**config.mk**
```make
export PLATFORM = sky130hd
export DESIGN_NAME = sdram_test_seq
export DESIGN_NICKNAME = d
export VERILOG_FILES = /design/src/rtl/sdram_seq_pkg.sv /design/src/rtl/sdram_seq_timeout.sv /design/src/rtl/sdram_test_seq.sv
export SDC_FILE = /design/constraint.sdc
export NUM_CORES = 1
export LEC_CHECK = 0
export ABC_AREA = 1
export CORE_MARGIN = 10
export CORE_UTILIZATION = 45
export DETAILED_ROUTE_END_ITERATION = 8
export GPL_ROUTABILITY_DRIVEN = 0
export GPL_TIMING_DRIVEN = 0
export MAX_ROUTING_LAYER = met4
export PLACE_DENSITY = 0.7
export SYNTH_ARGS = -nofsm -noshare
export SYNTH_HDL_FRONTEND = slang
export SYNTH_SLANG_ARGS = --single-unit
```
**constraint.sdc**
```tcl
create_clock -name sys_clk -period 3.2 [get_ports sys_clk]
set_input_delay 0.8 -clock sys_clk [delete_from_list [all_inputs] [get_ports sys_clk]]
set_output_delay 0.8 -clock sys_clk [all_outputs]
set_load 0.1 [all_outputs]
```
**src/rtl/sdram_seq_pkg.sv**
```systemverilog
// Shared state encoding and constants for the SDRAM FIFO test sequencer.
package sdram_seq_pkg;

   typedef enum logic [2:0] {
      ST_IDLE,
      ST_LOAD,
      ST_FILL,
      ST_READ,
      ST_CHECK,
      ST_DONE
   } seq_state_t;

   localparam int CSUM_W      = 32;
   localparam int LOAD_CYCLES = 2;
   localparam int LOAD_CNT_W  = 2;

endpackage

```
**src/rtl/sdram_seq_timeout.sv**
```systemverilog
// Read-side watchdog: loadable down-counter with clear, decrement enable and terminal count.
module sdram_seq_timeout #(
   parameter int WIDTH = 13
) (
   input  logic             clk,
   input  logic             rst_n,
   input  logic             clr,
   input  logic             load,
   input  logic [WIDTH-1:0] load_val,
   input  logic             dec,
   output logic             tc
);

   logic [WIDTH-1:0] cnt_q, cnt_d;

   always_comb begin
      cnt_d = cnt_q;
      if (clr) begin
         cnt_d = '0;
      end else if (load) begin
         cnt_d = load_val;
      end else if (dec && (cnt_q != '0)) begin
         cnt_d = cnt_q - 1'b1;
      end
   end

   always_ff @(posedge clk or negedge rst_n) begin
      if (!rst_n) begin
         cnt_q <= '0;
      end else begin
         cnt_q <= cnt_d;
      end
   end

   assign tc = (cnt_q == '0);

endmodule

```
**src/rtl/sdram_test_seq.sv**
```systemverilog
// Test sequencer for the SDRAM controller FIFO user ports: load, fill, drain and grade one pass.
// Define SDRAM_SEQ_ROM_EN to source write data from an external pattern ROM (checksum-only grading).
//
// state | meaning
// IDLE  | waiting for start after reset
// LOAD  | wr_load/rd_load held high for LOAD_CYCLES cycles
// FILL  | streaming NUM_WORDS words into the write FIFO
// READ  | draining NUM_WORDS words with the watchdog armed
// CHECK | single cycle forming the pass decision
// DONE  | results held until the next start
module sdram_test_seq
   import sdram_seq_pkg::*;
#(
   parameter int          DSIZE        = 16,
   parameter int          NUM_WORDS    = 16,
   parameter logic [15:0] PATTERN_SEED = 16'hA5A5,
   parameter int          TIMEOUT      = 4096
) (
   input  logic             sys_clk,
   input  logic             sys_rst_n,
   input  logic             start,
   output logic [15:0]      rom_addr,
   input  logic [DSIZE-1:0] rom_q,
   output logic [DSIZE-1:0] wr_data,
   output logic             wr_en,
   input  logic             wr_full,
   output logic             wr_load,
   output logic             rd_load,
   output logic             rd_en,
   input  logic [DSIZE-1:0] rd_data,
   input  logic             rd_empty,
   output logic             busy,
   output logic             done,
   output logic             pass,
   output logic             timeout,
   output logic [15:0]      err_count,
   output logic [DSIZE-1:0] last_rd_data
);

   localparam int               CNT_W    = $clog2(TIMEOUT + 1);
   localparam logic [15:0]      LAST_IDX = 16'(NUM_WORDS - 1);
   localparam logic [15:0]      WORD_CNT = 16'(NUM_WORDS);
   localparam logic [DSIZE-1:0] SEED     = DSIZE'(PATTERN_SEED);

   seq_state_t            state_q, state_d;
   logic [LOAD_CNT_W-1:0] load_cnt_q, load_cnt_d;
   logic [15:0]           wr_idx_q, wr_idx_d;
   logic [15:0]           rd_idx_q, rd_idx_d;
   logic [CSUM_W-1:0]     wsum_q, wsum_d;
   logic [CSUM_W-1:0]     rsum_q, rsum_d;
   logic [15:0]           err_count_q, err_count_d;
   logic [DSIZE-1:0]      last_rd_data_q, last_rd_data_d;
   logic                  pass_q, pass_d;
   logic                  timeout_q, timeout_d;
   logic                  rd_pend_q, rd_pend_d;
   logic                  busy_q, busy_d;
   logic                  done_q, done_d;
   logic                  load_q, load_d;

   logic                  rom_vld;
   logic [DSIZE-1:0]      wr_word;
   logic                  to_clr, to_load, to_dec, to_tc;

`ifdef SDRAM_SEQ_ROM_EN
   logic [15:0] rom_addr_q, rom_addr_d;
   logic        rom_vld_q, rom_vld_d;

   assign rom_vld  = rom_vld_q;
   assign wr_word  = (state_q == ST_FILL) ? rom_q : '0;
   assign rom_addr = rom_addr_q;
`else
   logic [DSIZE-1:0] wr_data_q, wr_data_d;
   logic             unused_rom;

   // Pattern is computed from the index, so a word is ready every FILL cycle.
   assign rom_vld    = (state_q == ST_FILL);
   assign wr_word    = wr_data_q;
   assign rom_addr   = '0;
   assign unused_rom = ^rom_q;
`endif

   assign wr_en  = (state_q == ST_FILL) & rom_vld & ~wr_full;
   // A terminal count suppresses a read that would coincide with it.
   assign rd_en  = (state_q == ST_READ) & ~rd_empty & (rd_idx_q < WORD_CNT) & ~rd_pend_q & ~to_tc;
   assign to_dec = (state_q == ST_READ) & ~rd_en & ~rd_pend_q;

   always_comb begin
      state_d        = state_q;
      load_cnt_d     = load_cnt_q;
      wr_idx_d       = wr_idx_q;
      rd_idx_d       = rd_idx_q;
      wsum_d         = wsum_q;
      rsum_d         = rsum_q;
      err_count_d    = err_count_q;
      last_rd_data_d = last_rd_data_q;
      pass_d         = pass_q;
      timeout_d      = timeout_q;
      rd_pend_d      = rd_en;
      to_clr         = 1'b0;
      to_load        = rd_en;
`ifdef SDRAM_SEQ_ROM_EN
      rom_addr_d     = rom_addr_q;
      rom_vld_d      = rom_vld_q;
`else
      wr_data_d      = wr_data_q;
`endif

      if (rd_pend_q) begin
         last_rd_data_d = rd_data;
         rsum_d         = rsum_q + CSUM_W'(rd_data);
         rd_idx_d       = rd_idx_q + 16'd1;
`ifndef SDRAM_SEQ_ROM_EN
         if ((rd_data != (DSIZE'(rd_idx_q) ^ SEED)) && (err_count_q != 16'hFFFF)) begin
            err_count_d = err_count_q + 16'd1;
         end
`endif
      end

      case (state_q)
         ST_IDLE, ST_DONE: begin
            if (start) begin
               state_d        = ST_LOAD;
               load_cnt_d     = '0;
               wr_idx_d       = '0;
               rd_idx_d       = '0;
               wsum_d         = '0;
               rsum_d         = '0;
               err_count_d    = '0;
               last_rd_data_d = '0;
               pass_d         = 1'b0;
               timeout_d      = 1'b0;
               to_clr         = 1'b1;
`ifdef SDRAM_SEQ_ROM_EN
               rom_addr_d     = '0;
               rom_vld_d      = 1'b0;
`else
               wr_data_d      = SEED;
`endif
            end
         end
         ST_LOAD: begin
            if (load_cnt_q == LOAD_CNT_W'(LOAD_CYCLES - 1)) begin
               state_d = ST_FILL;
            end else begin
               load_cnt_d = load_cnt_q + 1'b1;
            end
         end
         ST_FILL: begin
            if (wr_en) begin
               wr_idx_d = wr_idx_q + 16'd1;
               wsum_d   = wsum_q + CSUM_W'(wr_word);
`ifdef SDRAM_SEQ_ROM_EN
               rom_addr_d = wr_idx_q + 16'd1;
               rom_vld_d  = 1'b0;
`else
               wr_data_d  = DSIZE'(wr_idx_q + 16'd1) ^ SEED;
`endif
               if (wr_idx_q == LAST_IDX) begin
                  state_d = ST_READ;
                  to_load = 1'b1;
               end
            end else begin
`ifdef SDRAM_SEQ_ROM_EN
               rom_vld_d = 1'b1;
`endif
            end
         end
         ST_READ: begin
            if (to_tc) begin
               timeout_d = 1'b1;
               state_d   = ST_CHECK;
            end else if (rd_idx_q == WORD_CNT) begin
               state_d = ST_CHECK;
            end
         end
         ST_CHECK: begin
            pass_d  = ~timeout_q & (wsum_q == rsum_q) & (err_count_q == 16'd0);
            state_d = ST_DONE;
         end
         default: state_d = ST_IDLE;
      endcase

      busy_d = (state_d == ST_LOAD) || (state_d == ST_FILL) ||
               (state_d == ST_READ) || (state_d == ST_CHECK);
      done_d = (state_d == ST_DONE);
      load_d = (state_d == ST_LOAD);
   end

   always_ff @(posedge sys_clk or negedge sys_rst_n) begin
      if (!sys_rst_n) begin
         state_q        <= ST_IDLE;
         load_cnt_q     <= '0;
         wr_idx_q       <= '0;
         rd_idx_q       <= '0;
         wsum_q         <= '0;
         rsum_q         <= '0;
         err_count_q    <= '0;
         last_rd_data_q <= '0;
         pass_q         <= 1'b0;
         timeout_q      <= 1'b0;
         rd_pend_q      <= 1'b0;
         busy_q         <= 1'b0;
         done_q         <= 1'b0;
         load_q         <= 1'b0;
`ifdef SDRAM_SEQ_ROM_EN
         rom_addr_q     <= '0;
         rom_vld_q      <= 1'b0;
`else
         wr_data_q      <= '0;
`endif
      end else begin
         state_q        <= state_d;
         load_cnt_q     <= load_cnt_d;
         wr_idx_q       <= wr_idx_d;
         rd_idx_q       <= rd_idx_d;
         wsum_q         <= wsum_d;
         rsum_q         <= rsum_d;
         err_count_q    <= err_count_d;
         last_rd_data_q <= last_rd_data_d;
         pass_q         <= pass_d;
         timeout_q      <= timeout_d;
         rd_pend_q      <= rd_pend_d;
         busy_q         <= busy_d;
         done_q         <= done_d;
         load_q         <= load_d;
`ifdef SDRAM_SEQ_ROM_EN
         rom_addr_q     <= rom_addr_d;
         rom_vld_q      <= rom_vld_d;
`else
         wr_data_q      <= wr_data_d;
`endif
      end
   end

   sdram_seq_timeout #(
      .WIDTH (CNT_W)
   ) u_timeout (
      .clk      (sys_clk),
      .rst_n    (sys_rst_n),
      .clr      (to_clr),
      .load     (to_load),
      .load_val (CNT_W'(TIMEOUT)),
      .dec      (to_dec),
      .tc       (to_tc)
   );

   assign wr_data      = wr_word;
   assign wr_load      = load_q;
   assign rd_load      = load_q;
   assign busy         = busy_q;
   assign done         = done_q;
   assign pass         = pass_q;
   assign timeout      = timeout_q;
   assign err_count    = err_count_q;
   assign last_rd_data = last_rd_data_q;

endmodule

```
==> flow_summary.ini <==
[clock_network]
insertion_delay_ns = 0.44
clkTransAtPathRegs_ns = 0.07
cts_tree = built
post_cts_buffers = 0
clkSinkCount = 160
htreeDepth = 4
clockBufferDepth = 2
root_buffer = clkbuf_16
cts_made_buffers = 17

[finish]
final_nets = 1753
areaGrowthSynthToFinish_pct = 17.79
layout_commonest_cell = nand2_1
diodes = 0
final_cells = 2007
layout_common_cells = 411 x nand2_1, 200 x nor2_1, 191 x inv_1
drive_above_1_share = 0.06457

[critical_path]
worstPathArrival_ns = 2.32
crit_buf_inv = 2
cp-end-kind = output pin
critPathMaxFanout = 2
crit_cells = 5
reg2reg_depth = 10
startpoint_type = input pin
cpPeakStageDelay_ns = 0.46
worstPathRequired_ns = 2.40
critPathTopFamily = simple AND/OR/NAND/NOR gates
crit_slowest_cell = clkdlybuf4s50_1
crit_chain = clkdlybuf4s50_1 -> nor4_4 -> nand4_1 -> nor2_4 -> buf_8
worstSetupPathType = in -> out

[sta]
hold_viol = 0
setup_violations = 0
worst_pin_slew_ns = 0.9932
max_freq_ghz = 0.3205
setup_tns_ns = 0
clock-skew-final_ns = 0.01140
relSlewSlack = 0.3358
setup_ws_ns = 0.08028
rsz0062_at_grt = no
final_max_slew_viol_count = 0
timing.hold.ws_ns = 0.2571
min_period_over_period = 0.9749
period_minus_slack_ns = 3.120

[power_and_ir_drop]
p_leak_nw = 6.238
power-per-cell-area_nw_per_um2 = 849.4
peakVddDrop_v = 0.001009
total_power_mw = 10.84

[grt]
grt_pass1_vias = 10020
grt_max_degree = 112
grt_pass1_wl_um = 51780
antenna_found_initial = 0
grt.total_usage = 0.2138
grt.overflow.total = 0

[routing]
routedWlPerCell_um = 15.92
dr.pass1.iters = 6
drt_iter0_markers = 964
drcViolationCount = 0
drt_wl_total_um = 31950
drt.antenna.violating_nets = 0
dr_total_vias = 10680
vias_per_cell = 5.320

[synth]
synthArstFlopShare = 1.000
syn_inst = 1564
ys_seq_area_frac = 0.3697
syn_area_sq_um = 10830
ys_seq_elements = 160
synth_edf_count = 0
yosys_warnings = 0
ys_types = 54
synth_area_per_cell_sq_um = 6.925
ys_dominant_reg_cell = dfrtp_1

[placement]
port_buffers = 76
dpl.hpwl_um = 24210
preCtsSetupSlack_ns = -1.108
dp.cells = 1975

[die]
rows = 56
ios = 109
coreArea_sq_um = 23540
die_x_um = 175.1
initial_utilization = 0.4600
die_area_sq_um = 30670
dieHeight_um = 175.1

[worst_hold_path]
holdCritPathClass = in -> async

[outcome]
status = complete, no violations

[run]
max_cap_viol_count = 0
-- stage by stage --
stage / utilization / cell area (sq um)
final: 0.5419 / 12760
after detailed placement: 0.5132 / 12080
after global routing: 0.5419 / 12760
after floorplan: - / 10890
after CTS: 0.5416 / 12750
after global placement: 0.5118 / 12050
-- final cells by class --
class / instances / area, sq um
timing repair buffer: 77 / 793.3
multi-input combinational: 1166 / 5831
tap: 319 / 399.1
inverter: 196 / 735.7
clock buffer: 17 / 425.4
buffer: 57 / 339.1
sequential: 160 / 4004
clock inverter: 15 / 230.2
fill: 2278 / 10790
-- where the power goes --
| group | internal [mW] | switching [mW] |
|---|---|---|
| clock | 1.40 | 0.922 |
| sequential | 2.49 | 0.462 |
| combinational | 1.56 | 4.01 |
| total | 5.45 | 5.39 |
-- final timing paths --
kind	start	endpoint	slack [ns]
worst min register to register	wr_idx_q[8]$_DFFE_PN0P_	wr_idx_q[8]$_DFFE_PN0P_	0.50
worst max register to register	wr_data[0]$_DFFE_PN0P_	wsum_q[16]$_DFFE_PN0P_	0.81
max in group asynchronous	sys_rst_n	wsum_q[3]$_DFFE_PN0P_	2.02
worst min-delay path	sys_rst_n	rd_idx_q[12]$_DFF_PN0_	0.26
min in group sys_clk	wr_idx_q[8]$_DFFE_PN0P_	wr_idx_q[8]$_DFFE_PN0P_	0.50
worst max-delay path	rd_empty	rd_en	0.08
-- flip-flops by register name, summed over array words and instances (netlist names), 2 cells and up --
register / flops
wr_data: 8
rsum_q: 32
wsum_q: 32
u_timeout.cnt_q: 13
last_rd_data: 16
rd_idx_q: 16
wr_idx_q: 16
load_cnt_q: 2
state_q: 3
err_count: 16
-- repair_timing --
item	4_1_cts	5_1_grt
endpoints found under the setup margin	2	2
hold endpoints to repair	0	0
hold buffers	0	0
resized for setup	11	5
-- cells in the mapped netlist, types with 2 or more instances --
cell type / n / area, sq um
o21a_1: 10 / 75.07
clkbuf_1: 16 / 60.06
nor4_1: 13 / 81.33
xnor2_1: 27 / 236.5
o211ai_1: 6 / 45.04
buf_4: 27 / 202.7
nor2_4: 3 / 33.78
o22ai_1: 7 / 43.79
dfrtp_1: 160 / 4004
xor2_1: 15 / 131.4
ha_1: 39 / 488.0
nand4_1: 34 / 212.7
o21ai_0: 78 / 390.4
a21o_1: 2 / 15.01
nand2_1: 411 / 1543
inv_2: 4 / 15.01
nor2_1: 201 / 754.5
inv_1: 191 / 716.9
a21oi_1: 114 / 570.6
nor2_2: 4 / 25.02
nor3_1: 36 / 180.2
a31oi_1: 4 / 25.02
nand3_1: 108 / 540.5
buf_2: 13 / 65.06
o21bai_1: 3 / 22.52
fa_1: 2 / 40.04
a22o_1: 2 / 17.52
a211oi_1: 2 / 15.01
nor3_2: 2 / 20.02
nand2_2: 6 / 37.54
-- logic make-up (layout without fill, tap and decap cells) --
group                    Yosys count  count (layout)  share of synthesized area
adder cells (fa/ha/maj)           41              41                    0.04875
other                              1              16                  0.0003462
AO/OA/AOI/OAI                    235             235                     0.1185
XOR/XNOR                          42              42                    0.03397
AND/OR/NAND/NOR                  832             832                     0.3295
buffers and inverters            253             362                    0.09924
flip-flops                       160             160                     0.3697
-- per-layer routing --
layer	global-route usage	share of wire	vias to the layer above
met5	-	0	-
met3	0.03578	0.061	57
met4	0.07453	0.030	0
met2	0.3316	0.46	394
met1	0.2776	0.45	4956
li1	-	-	5270
No activity file was read; power rests on OpenSTA's default activity.
